<file path="src/rtl/hazard_ctrl.sv">
// hazard_ctrl
//   Pipeline hazard controller. Merges exception, data-memory wait, MDU,
//   load-use and control-transfer hazards into per-stage stall/flush vectors.
//   It also tracks the MDU countdown and a flush deferred behind a stall, and
//   keeps a saturating count of cycles in which the PC is held.
//
//   state | meaning
//   ------+--------------------------------------------------------------
//   RUN   | no MDU operation outstanding
//   MDU   | MDU countdown in progress (mdu_cnt cycles left, EX held)
//
// Ports
//   clk        clock, rising edge
//   rst        asynchronous reset, active-low
//   load_use   ID operand depends on load currently in EX
//   mdu_start  MDU op issued in EX this cycle (pulse)
//   mem_req    MEM stage access valid
//   mem_ready  data memory completes access this cycle
//   ctrl_taken branch taken / jump resolved in ID
//   exc_valid  exception raised in MEM
//   cnt_clr    synchronous clear of stall_cnt
//   stall      stall[i]=1 holds register feeding stage i (stall[0] = PC hold)
//   flush      flush[i]=1 loads a bubble into register feeding stage i
//   mdu_busy   MDU countdown in progress
//   stall_cnt  saturating count of cycles with stall[0]=1

module hazard_ctrl #(
    parameter int NUM_STAGES = 5,
    parameter int ID_STAGE   = 1,
    parameter int EX_STAGE   = 2,
    parameter int MEM_STAGE  = 3,
    parameter int MDU_LAT    = 4,
    parameter int DELAY_SLOT = 1,
    parameter int CNT_W      = 32
) (
    input  logic                  clk,
    input  logic                  rst,
    input  logic                  load_use,
    input  logic                  mdu_start,
    input  logic                  mem_req,
    input  logic                  mem_ready,
    input  logic                  ctrl_taken,
    input  logic                  exc_valid,
    input  logic                  cnt_clr,
    output logic [NUM_STAGES-1:0] stall,
    output logic [NUM_STAGES-1:0] flush,
    output logic                  mdu_busy,
    output logic [CNT_W-1:0]      stall_cnt
);

    localparam int MC_W = (MDU_LAT > 1) ? $clog2(MDU_LAT) : 1;

    typedef enum logic {RUN, MDU} state_t;

    state_t          state, state_nx;
    logic [MC_W-1:0] mdu_cnt, mdu_cnt_nx;
    logic            flush_pend, flush_pend_nx;
    logic            run_en;

    logic gate;
    logic lu_e, ms_e, mreq_e, mrdy_e, ct_e, exc_e, clr_e;
    logic memw, mdu_stall, pend_set;
    int   stall_k, bubble_k;

    // Inputs are ignored while reset is held and until the first edge after
    // release, so nothing leaks out of the pipeline before it is running.
    always_ff @(posedge clk or negedge rst) begin
        if (!rst) run_en <= 1'b0;
        else      run_en <= 1'b1;
    end

    assign gate   = rst & run_en;
    assign lu_e   = load_use   & gate;
    assign ms_e   = mdu_start  & gate;
    assign mreq_e = mem_req    & gate;
    assign mrdy_e = mem_ready  & gate;
    assign ct_e   = ctrl_taken & gate;
    assign exc_e  = exc_valid  & gate;
    assign clr_e  = cnt_clr    & gate;

    assign mdu_busy  = (state == MDU);
    assign memw      = mreq_e & ~mrdy_e;
    assign mdu_stall = mdu_busy | ms_e;

    always_comb begin
        stall    = '0;
        flush    = '0;
        stall_k  = -1;
        bubble_k = -1;
        pend_set = 1'b0;
        if (exc_e) begin
            for (int i = 0; i < NUM_STAGES; i++)
                flush[i] = (i >= ID_STAGE) && (i <= MEM_STAGE);
        end else begin
            if (memw) begin
                stall_k  = MEM_STAGE;
                bubble_k = MEM_STAGE + 1;
            end else if (mdu_stall) begin
                stall_k  = EX_STAGE;
                bubble_k = EX_STAGE + 1;
            end else if (lu_e) begin
                stall_k  = ID_STAGE;
                bubble_k = EX_STAGE;
            end
            // A bubble index past the last stage simply matches nothing.
            for (int i = 0; i < NUM_STAGES; i++) begin
                stall[i] = (i <= stall_k);
                flush[i] = (i == bubble_k);
            end
            if (stall_k < 0 && ct_e && DELAY_SLOT == 0)
                flush[ID_STAGE] = 1'b1;
            // Deferred flush lands on the first cycle ID is free to move;
            // a fresh ctrl_taken on that same cycle merges into it.
            if (flush_pend && !stall[ID_STAGE])
                flush[ID_STAGE] = 1'b1;
            pend_set = ct_e && (DELAY_SLOT == 0) && (memw || mdu_stall);
        end
    end

    always_comb begin
        state_nx      = state;
        mdu_cnt_nx    = mdu_cnt;
        flush_pend_nx = flush_pend;
        if (exc_e) begin
            state_nx      = RUN;
            mdu_cnt_nx    = '0;
            flush_pend_nx = 1'b0;
        end else begin
            if (pend_set)
                flush_pend_nx = 1'b1;
            else if (flush_pend && !stall[ID_STAGE])
                flush_pend_nx = 1'b0;
            case (state)
                RUN: begin
                    // Single-cycle MDU needs only the issue-cycle stall.
                    if (ms_e && MDU_LAT > 1) begin
                        state_nx   = MDU;
                        mdu_cnt_nx = MC_W'(MDU_LAT - 1);
                    end
                end
                MDU: begin
                    if (!memw) begin
                        if (mdu_cnt == MC_W'(1)) begin
                            state_nx   = RUN;
                            mdu_cnt_nx = '0;
                        end else begin
                            mdu_cnt_nx = mdu_cnt - MC_W'(1);
                        end
                    end
                end
                default: begin
                    state_nx   = RUN;
                    mdu_cnt_nx = '0;
                end
            endcase
        end
    end

    always_ff @(posedge clk or negedge rst) begin
        if (!rst) begin
            state      <= RUN;
            mdu_cnt    <= '0;
            flush_pend <= 1'b0;
            stall_cnt  <= '0;
        end else begin
            state      <= state_nx;
            mdu_cnt    <= mdu_cnt_nx;
            flush_pend <= flush_pend_nx;
            if (clr_e)
                stall_cnt <= '0;
            else if (stall[0] && !(&stall_cnt))
                stall_cnt <= stall_cnt + CNT_W'(1);
        end
    end

endmodule

</file>
<file path="config.mk">
export PLATFORM = sky130hd
export DESIGN_NAME = hazard_ctrl
export DESIGN_NICKNAME = d
export VERILOG_FILES = /design/src/rtl/hazard_ctrl.sv
export SDC_FILE = /design/constraint.sdc
export NUM_CORES = 1
export LEC_CHECK = 0
export CAP_MARGIN = 15
export CELL_PAD_IN_SITES_DETAIL_PLACEMENT = 1
export CELL_PAD_IN_SITES_GLOBAL_PLACEMENT = 1
export CORE_MARGIN = 5
export CORE_UTILIZATION = 34
export DETAILED_ROUTE_END_ITERATION = 6
export PLACE_DENSITY = 0.76
export SLEW_MARGIN = 20
export SYNTH_ARGS = -nofsm -noshare
export SYNTH_HDL_FRONTEND = slang
export SYNTH_SLANG_ARGS = --single-unit
</file>
<file path="constraint.sdc">
create_clock -name clk -period 2.2 [get_ports clk]
set_clock_uncertainty 0.1 [all_clocks]
set_input_delay 0.44 -clock clk [delete_from_list [all_inputs] [get_ports clk]]
set_output_delay 0.44 -clock clk [all_outputs]
set_load 0.01 [all_outputs]
</file>
# Yosys cells after proc, flatten, opt, wreduce, memory -nomap -nowiden
# Index checks and enable logic that the tools add are counted.
# Widths: inputs -> output; s select.
# totals
reg_bits,37
inputBits,9
output_inout_bits,43
elab_cells,66
# classes
n_addsub,2
n_lt_le_gt_ge,5
n_eq_ne,7
muxes,25
bitwise_logic,11
n_reduce_logical,11
# op_table
op,n
$mux 32,10
$eq 3x32->1 const A,2
$le 3x32->1 const A,2
$add 32x1->32 const B,1
$eq 2x32->1 const A,1
$eq 4x32->1 const A,1
$le 1x32->1 const A,1
$le 2x32->1 const A,1
$le 4x32->1 const A,1
$logic_not 32->1,1
$reduce_and 32->1,1
$mux 5,2
$and 1x1->1,8
$mux 2,4
$mux 1,7
$ne 3x3->1 const B,2
$pmux 2 s2,1
$reduce_bool 2->1,2
$logic_and 1x1->1,3
$logic_not 1->1,3
$eq 2x1->1 const B,1
$not 1->1,2
$pmux 1 s2,1
$reduce_and 2->1,1
2 further kinds,2

# Depth between registers and ports, before layout
# logic_depth
ltp_word,12
ltp_mapped,8
mapped_depth_nobuf,6

# Worst setup path before layout
# Ideal clock, no wire load.
# synth_path
kind,reg2reg
startpoint,register stall_cnt[0]
endpoint,register stall_cnt[13]
setup_time_ns,0.137
arrival_time_ns,2.043
required_ns,1.963
slack_ns,-0.080
stages_incl_launch_ff,9
n_path_buf,2
period_less_slack_ns,2.280
cell_sequence,dfrtp_1 ha_1 inv_1 or4_1 buf_4 o311ai_4 buf_6 or3_1 a21oi_2
# synth_via
elab_chain_len,4
word_cells_on_any_way,7
classes_between,1 x add/sub; 2 x mux; 4 x reduce/logical
# synth_rtl
element,line,source
from (decl),48,output logic [CNT_W-1:0] stall_cnt
from (signal assigned),172,stall_cnt <= stall_cnt + CNT_W'(1);
branches (longest 4 deep; another with $add 32x1->32),-,
# Several ways; the timed one is not identified. The select of a mux whose other input is x is not followed.
# A chain may end at the register's enable or synchronous reset.

# Worst setup path after layout
# layout_path
startpoint,register stall_cnt[1]
endpoint,register stall_cnt[0]
# layout_via
elab_chain_len,4
# layout_rtl
element,line,source
$reduce_and 32->1,171,else if (stall[0] && !(&stall_cnt))
$logic_not 1->1,171,
$logic_and 1x1->1,171,
$reduce_bool 2->1 (no source line),-,
# Every way passes these cells.

==> results_dict.tcl <==
set metrics [dict create \
    status "complete, but fails checks" \
    violations "negative setup slack" \
    synthCells 242 \
    p_clk_share_pct 24.3 \
    multi_input_area_um2 1360 \
    finalSetupTns_ns -0.0564 \
    worst_hold_slack_ns 0.255 \
    criticalPathCategory "reg -> reg" \
    synth_cell_type_count 54 \
    num_vias 2586 \
    fin_util_pct 59.2 \
    drt-total-wl_um 9150 \
    pwr-share-comb_pct 39.9 \
    synth-main-ff-cell "dfrtp_1" \
    final.fill_count 724 \
    dp.cells 422 \
    core_area_um2 6350 \
    overflow 0 \
    synth_top_area_cell "dfrtp_1" \
    p_per_area_nw_per_um2 579 \
    port_buffers 48 \
    clk_latency_ns 0.30 \
    fin_nets 396 \
    gp_congestion 0.784 \
    num_rows 29 \
    clk_path_buf_depth 2 \
    cp_slowest_cell "or4_4" \
    swShare_pct 33.8 \
    ctsHoldBuffers 0 \
    syn_to_final_growth_pct 68.6 \
    drv_cap 0 \
    drv_slew 0 \
    numClockSinks 36 \
    finalHoldViolCount 0 \
    seqCellArea_um2 905 \
    synth_edf_count 0 \
    rsz0062_at_grt "yes" \
    dieWidth_um 91.0 \
    ys_ff_latch 36 \
    power.leakage_nw 1.64 \
    antenna_found_initial 0 \
    io_pins 52 \
    p_sw_w 0.000735 \
    cpMostUsedCell "buf_6" \
    ant_nets 0 \
    grt_pass1_wl_um 13200 \
    setup_viol 6 \
    hold_class "in -> async" \
    slew_headroom_pct 66.3 \
    cts_buffers 5 \
    cts-root-buf "clkbuf_8" \
    drive_gt1_share_pct 42.9 \
    dr.pass1.iters 4 \
    fin_crit_ns 2.22 \
    p_int_w 0.00144 \
    initial_core_util_pct 35.1 \
    synth.area.top_cells "dfrtp_1, nor2_1, or3_1, nand2_1, a21oi_1" \
    seqPwrFrac_pct 35.7 \
    dp_hpwl_um 5420 \
    start_kind "flip-flop" \
    cp_num_buf_inv 3 \
    first_iter_violations 71 \
    netlist_area_um2 2230 \
    critPathArrivalTime_ns 2.31 \
    synth.top_cell.area_share_pct 40.4 \
    first_global_vias 2773 \
    max_stage_delay_ns 0.59 \
    worst_pin_slew_ns 0.506 \
    vias_per_cell 5.60 \
    routedWlPerCell_um 19.8 \
    dieArea_um2 8270 \
    track_usage_pct 19.1 \
    fin_crit_sh_pct 101 \
    cp_top_family "simple AND/OR/NAND/NOR gates" \
    htreeDepth 2 \
    end_kind "flip-flop" \
    clkSlewWorstSetupHoldPaths_ns 0.07 \
    diodes 0 \
    setup_ws_ns -0.0162 \
    die_h_um 91.0 \
    yosysWarningCount 0 \
    cp_cell_sequence "ha_4 -> inv_2 -> or4_4 -> buf_6 -> o31ai_4 -> buf_6 -> xor2_1 -> nor2_1" \
    cts_tree "built" \
    grt_max_degree 38 \
    crit_fanout 5 \
    max_freq_mhz 451 \
    yosysSeqAreaShare_pct 40.4 \
    syn_avg_cell_area_um2 9.21 \
    finalNonFillerCells 462 \
    async_reset_ff_share_pct 100 \
    ir_drop_mv 0.488 \
    pre_cts_slack_ns -0.456 \
    drc 0 \
    crit_required_ns 2.29 \
]
[flip-flops by register name (all words and copies together) (netlist names)]
name,cells
mdu_busy,1
mdu_cnt,2
run_en,1
stall_cnt,32
[synthesized netlist by cell type (all sizes together) (3+ instances only)]
cell type and instances:
o21ai 17, o31ai 5, nand4 9, buf 7, nor2 24, xnor2 3
or3 13, o311ai 3, or4 8, a21oi 22, clkbuf 7, nor4 6
dfrtp 36, a31oi 5, a41o 4, a31o 3, nand3 11, nand2 21
inv 11
[cell type report]
type | instances | area share [%]
clock buffer | 7 | 2.56
inverter | 11 | 1.10
multi-input combinational | 182 | 36.1
sequential | 36 | 24.1
tap | 77 | 2.56
timing repair buffer | 149 | 33.5
[metal layers]
metal	wire, µm	global-route usage (%)
met5	0	0
met4	309	7.09
met2	4830	34.4
met1	3690	22.4
met3	317	3.39
[cell families after synthesis]
logic type | count (synthesis) | synth area share (%)
AO/OA/AOI/OAI | 68 | 24.4
XOR/XNOR | 5 | 1.97
other | 2 | 0.337
flip-flops | 36 | 40.4
adder cells (fa/ha/maj) | 2 | 1.12
buffers and inverters | 25 | 5.22
multiplexers | 2 | 0.955
AND/OR/NAND/NOR | 102 | 25.6
[power groups by stage]
stage | Combinational (W) | Clock [W] | Sequential [W]
6_report | 0.000868 | 0.000529 | 0.000777
5_1_grt | 0.000935 | 0.000573 | 0.000783
3_3_place_gp | 0.000651 | 0 | 0.000770
2_1_floorplan | 0.000304 | 0 | 0.000801
3_5_place_dp | 0.000681 | 0 | 0.000773
4_1_cts | 0.000739 | 0.000528 | 0.000768
[cells in the final DEF, fill, tap and decap left out, drive strengths merged, types with 3 or more instances in the layout]
cell type / n
inv: 11
clkdlybuf4s50: 34
dfrtp: 36
a31oi: 5
o31ai: 5
or4: 8
nand4: 9
or3: 13
conb: 3
nor2: 24
clkbuf: 9
nor4: 6
a41o: 4
nand3: 11
xnor2: 3
a21oi: 22
dlygate4sd2: 9
buf: 104
o311ai: 3
o21ai: 17
a31o: 3
nand2: 21
[path summary, 6_finish.rpt]
check	end	from	cells past startpoint	slack [ns]
min in group clk	mdu_cnt[1]	mdu_cnt[1]	1	0.43
worst max register to register	stall_cnt[0]	stall_cnt[1]	8	-0.02
worst max-delay path	stall_cnt[0]	stall_cnt[1]	8	-0.02
worst min-delay path	mdu_busy	rst	2	0.26
worst min register to register	mdu_cnt[1]	mdu_cnt[1]	1	0.43
max in group asynchronous	stall_cnt[10]	rst	2	1.35
[stage by stage]
stage | area, µm² | power, W
floorplan | 2240 | 0.00111
global placement | 3260 | 0.00142
detailed placement | 3260 | 0.00145
CTS | 3510 | 0.00204
global route | 3760 | 0.00229
finish | 3760 | 0.00217
[what timing repair did]
action	CTS	global route
buffers inserted	14	18
setup endpoints to repair	31	32
gates resized for setup	35	30
pin swaps	11	26
gates cloned	0	1
[worst register-to-register path, delay by kind of cell (launching register included)]
family | cells | cell delay (ns)
buffers and inverters | 3 | 0.37
XOR/XNOR | 1 | 0.15
AO/OA/AOI/OAI | 1 | 0.29
AND/OR/NAND/NOR | 2 | 0.65
flip-flops | 1 | 0.40
adder cells (fa/ha/maj) | 1 | 0.16
No activity file was read; power rests on OpenSTA's default activity.
==> edit 1, RTL diff (config.mk and constraints unchanged) <==
Put one more register stage on the output `stall_cnt`, cleared by the reset. The value now appears one clock later. The other outputs are not delayed to match. Comments in the files are not updated.
--- a/src/rtl/hazard_ctrl.sv
+++ b/src/rtl/hazard_ctrl.sv
@@ -52,4 +52,6 @@
 
     typedef enum logic {RUN, MDU} state_t;
+
+    logic [CNT_W-1:0] stall_cnt_s0;
 
     state_t          state, state_nx;
@@ -162,5 +164,5 @@
             mdu_cnt    <= '0;
             flush_pend <= 1'b0;
-            stall_cnt  <= '0;
+            stall_cnt_s0 <= '0;
         end else begin
             state      <= state_nx;
@@ -168,7 +170,15 @@
             flush_pend <= flush_pend_nx;
             if (clr_e)
-                stall_cnt <= '0;
-            else if (stall[0] && !(&stall_cnt))
-                stall_cnt <= stall_cnt + CNT_W'(1);
+                stall_cnt_s0 <= '0;
+            else if (stall[0] && !(&stall_cnt_s0))
+                stall_cnt_s0 <= stall_cnt_s0 + CNT_W'(1);
+        end
+    end
+
+    always_ff @(posedge clk or negedge rst) begin
+        if (!rst) begin
+            stall_cnt <= '0;
+        end else begin
+            stall_cnt <= stall_cnt_s0;
         end
     end
Formal check against the unedited RTL: not equivalent (Yosys sat finds a counterexample within 4 cycles, from zero or initial values and one cycle with rst low).
==> edit 1 against the unedited design <==
- global-route usage decreased by 2.6 points
- routed wire length fell by 4.7%
- area after synthesis is 35% higher
- first-iteration DRC count rose by 82%
- synthesized cell count grew 14%
- cell area grew 11%
- via count up 2.6%
- hold slack improved by 0.043 ns
- sequential cell count rose by 32
- sequential share of layout area grew 17 points
- non-clock buffer count down 61
- total power grew 42%
- setup slack better by 0.045 ns
- critical path type unchanged
- critical endpoint is now stall_cnt_s0[28]
- largest cell class is now flip-flops and latches
- largest power group is now sequential cells
- highest routed layer unchanged
==> edit 1: results <==
set metrics [dict create \
    period_share_pct 98.7 \
    grt_max_degree 69 \
    htreeDepth 3 \
    cp.arrival_ns 2.35 \
    placedCellCount 448 \
    yosysUniqueCellTypes 38 \
    async_reset_ff_share_pct 100 \
    cp_max_fo 8 \
    instances_no_fill 475 \
    cts_setup_buffers 5 \
    dr_wl_met2_um 4500 \
    drt_iter0_drc 129 \
    startpoint "stall_cnt_s0[0]" \
    first_pass_iters 4 \
    dp_hpwl_um 5390 \
    grt_pass1_wl_um 14400 \
    wirelength_um 8720 \
    syn_avg_cell_area_um2 10.8 \
    cp_slowest_stage_delay_ns 0.49 \
    synthTopCellsByArea "dfrtp_1, o31ai_1, or4_1" \
    cts_resized 28 \
    r2r_cells 6 \
    slew_headroom_pct 43.1 \
    synth_common_cells "dfrtp_1, a21oi_1, o31ai_1, or4_1, nand2_1" \
    power_leakage_uw 0.00183 \
    grt_use_total_pct 16.4 \
    cts_buffers 9 \
    status "finished clean" \
    place.gp.congestion 0.749 \
    drive_gt1_share_pct 25.9 \
    ys_warn_count 0 \
    avgViaCountPerCell 5.58 \
    r2r-end "stall_cnt_s0[28]" \
    yosysSeqAreaShare_pct 56.7 \
    finalNetCount 373 \
    peakVddDrop_v 0.000304 \
    crit_end "stall_cnt_s0[28]" \
    clock_latency_ns 0.35 \
    routed-wl-met3_um 358 \
]
==> edit 1: changes by cell type after synthesis, sizes merged, moves of 4 or more <==
| cell | unedited run | this run |
|---|---|---|
| a21oi | 22 | 32 |
| a31oi | 5 | 1 |
| a41o | 4 | 0 |
| and3 | 2 | 9 |
| and4 | 1 | 5 |
| dfrtp | 36 | 68 |
| nand2 | 21 | 16 |
| nor2 | 24 | 8 |
| nor4 | 6 | 0 |
| o21ai | 17 | 11 |
| o31ai | 5 | 25 |
| or3 | 13 | 4 |
| or4 | 8 | 25 |
==> edit 1: cell type report <==
cell class	instances	area, µm²
fillers	967	4520
flip-flops and latches	68	1710
repair buffers	88	768
well taps	108	135
multi-input cells	187	1270
inverters	8	30.0
clock inverters	6	111
clock buffers	10	138
==> edit 1: logic make-up after synthesis <==
group	share of synthesized area, %
multiplexers	1.04
flip-flops	56.7
buffers and inverters	4.50
adder cells (fa/ha/maj)	0.833
AO/OA/AOI/OAI	15.5
other	0.250
AND/OR/NAND/NOR	21.2
==> edit 1: layer usage <==
layer,up-vias,track usage (%)
met3,19,3.60
li1,1213,-
met5,-,0
met2,65,28.3
met1,1355,19.7
met4,0,6.85
==> edit 1: power by group <==
| part | internal, µW | switching [µW] |
|---|---|---|
| sequential | 1320 | 50.7 |
| combinational | 192 | 238 |
| clock | 784 | 500 |
| total | 2290 | 788 |
==> edit 1: through the flow <==
step	area (µm²)	setup WS [ns]	setup TNS, ns	hold WS [ns]
after floorplan	3010	0.101	0	0.0444
after global placement	3750	-0.376	-7.83	0.297
after detailed placement	3750	-0.464	-11.98	0.312
after CTS	4080	0.00734	0	0.332
after global routing	4160	-0.0304	-0.0588	0.324
final	4160	0.0288	0	0.298
==> edit 2, RTL diff (same flow settings) <==
Made on the original files. Change the parameter `MDU_LAT` from 4 to 8.
--- a/src/rtl/hazard_ctrl.sv
+++ b/src/rtl/hazard_ctrl.sv
@@ -30,5 +30,5 @@
     parameter int EX_STAGE   = 2,
     parameter int MEM_STAGE  = 3,
-    parameter int MDU_LAT    = 4,
+    parameter int MDU_LAT    = 8,
     parameter int DELAY_SLOT = 1,
     parameter int CNT_W      = 32
Check against the original RTL: not equivalent (a bounded check fails within 10 cycles, from zero or initial values and one cycle with rst low).
==> edit 2 against the unedited design <==
- cell area decreased by 7.7%
- via count decreased by 9.5%
- critical endpoint is now stall_cnt[22]
- clock power decreased by 11%
- critical path depth decreased by 2
- die area increased by 3.9%
- sequential cell count increased by 1
- total power decreased by 6.6%
- routed wire length decreased by 19%
- setup slack improved by 0.045 ns
- area after synthesis increased by 4.3%
==> edit 2: results <==
set metrics [dict create \
    htreeDepth 2 \
    r2r_slack_ns 0.03 \
    place.gp.congestion 0.770 \
    nFillCells 773 \
    grt_pass1_wl_um 11700 \
    reg_top3 "stall_cnt (32), mdu_cnt (3)" \
    grt_pass1_vias 2431 \
    status "finished clean" \
    antenna_cells 0 \
    port_buffers 48 \
    grt_use_total_pct 16.9 \
    power_leakage_uw 0.00146 \
    synthTopCellsByArea "dfrtp_1, nor2_1, xnor2_1" \
    hold_ws_ns 0.0239 \
    drt_iter0_drc 54 \
    avgRoutedWirePerCell_um 17.1 \
    cp_slowest_stage_delay_ns 0.53 \
    synth_common_cells "dfrtp_1, nor2_1, nand2_1" \
    drive_gt1_share_pct 31.1 \
    num_vias 2341 \
    dp_hpwl_um 5100 \
    placed_area_um2 3100 \
    cp.arrival_ns 2.25 \
    grt_max_degree 37 \
    clk_pin_slew_ns 0.08 \
    yosysSeqAreaShare_pct 39.8 \
    ys_warn_count 0 \
    peakVddDrop_v 0.000217 \
    finalNetCount 365 \
    area_growth_pct 49.2 \
    yosysUniqueCellTypes 53 \
    cp_slowest_cell "or4_4" \
    antenna_found_initial 0 \
    hp-class "in2async" \
]
edit 2: per-layer routing:
layer  up-vias  wire [µm]  GRT usage, %
met5         -          0             0
li1       1118          -             -
met2        38       3850          29.7
met1      1177       3250          20.7
met3         8        239          3.17
met4         0         82          5.37
edit 2: cell type report:
class | instances | share of cell area, %
Clock buffer | 8 | 2.31
Inverter | 11 | 1.26
Multi-Input combinational cell | 194 | 40.0
Sequential cell | 37 | 26.8
Tap cell | 80 | 2.89
Timing Repair Buffer | 104 | 26.8
edit 2: what timing repair did:
action	in CTS	in global routing
endpoints found under the setup margin	19	29
cloned	0	0
setup buffers	15	8
pin swaps	11	9
gates resized for setup	46	19
edit 2: cell families (layout without fill, tap and decap cells):
group	after synthesis	after routing	share of synthesized area, %
fa+ha+maj	3	3	1.61
buf+inv	26	123	5.54
mux	2	2	0.861
xor+xnor	14	14	5.27
simple gates	119	119	30.7
flops	37	37	39.8
compound gates	53	53	15.8
other cells	2	3	0.323
edit 2: critical path: cells and delay by family (launching register included):
kind,cells,cell delay [ns]
adder cells (fa/ha/maj),1,0.25
XOR/XNOR,1,0.17
flip-flops,1,0.43
AND/OR/NAND/NOR,4,1.09
edit 2: power breakdown:
part           leakage, µW  switching (µW)  internal, µW  total (µW)
logic             0.000922             361           379         740
clock network    0.0000395             248           225         473
registers         0.000497            69.4           747         817
total              0.00146             678          1350        2030
edit 2: path summary, 6_finish.rpt:
path	from	to	cells past startpoint
worst max register to register	stall_cnt[1]	stall_cnt[22]	6
min in group clk	mdu_cnt[2]	mdu_cnt[2]	1
worst min-delay path	rst	mdu_busy	2
max in group asynchronous	rst	stall_cnt[6]	2
worst min register to register	mdu_cnt[2]	mdu_cnt[2]	1
worst max-delay path	stall_cnt[1]	stall_cnt[22]	6
edit 2: through the flow:
step / std cells / setup TNS (ns) / total power [µW] / worst slack [ns]
2_1_floorplan: 257 / 0 / 1150 / 0.109
5_1_grt: 434 / -0.144 / 2140 / -0.0567
6_report: 434 / 0 / 2030 / 0.0290
4_1_cts: 428 / -0.264 / 2010 / -0.0796
3_3_place_gp: 405 / -9.84 / 1440 / -0.525
3_5_place_dp: 405 / -10.34 / 1460 / -0.547
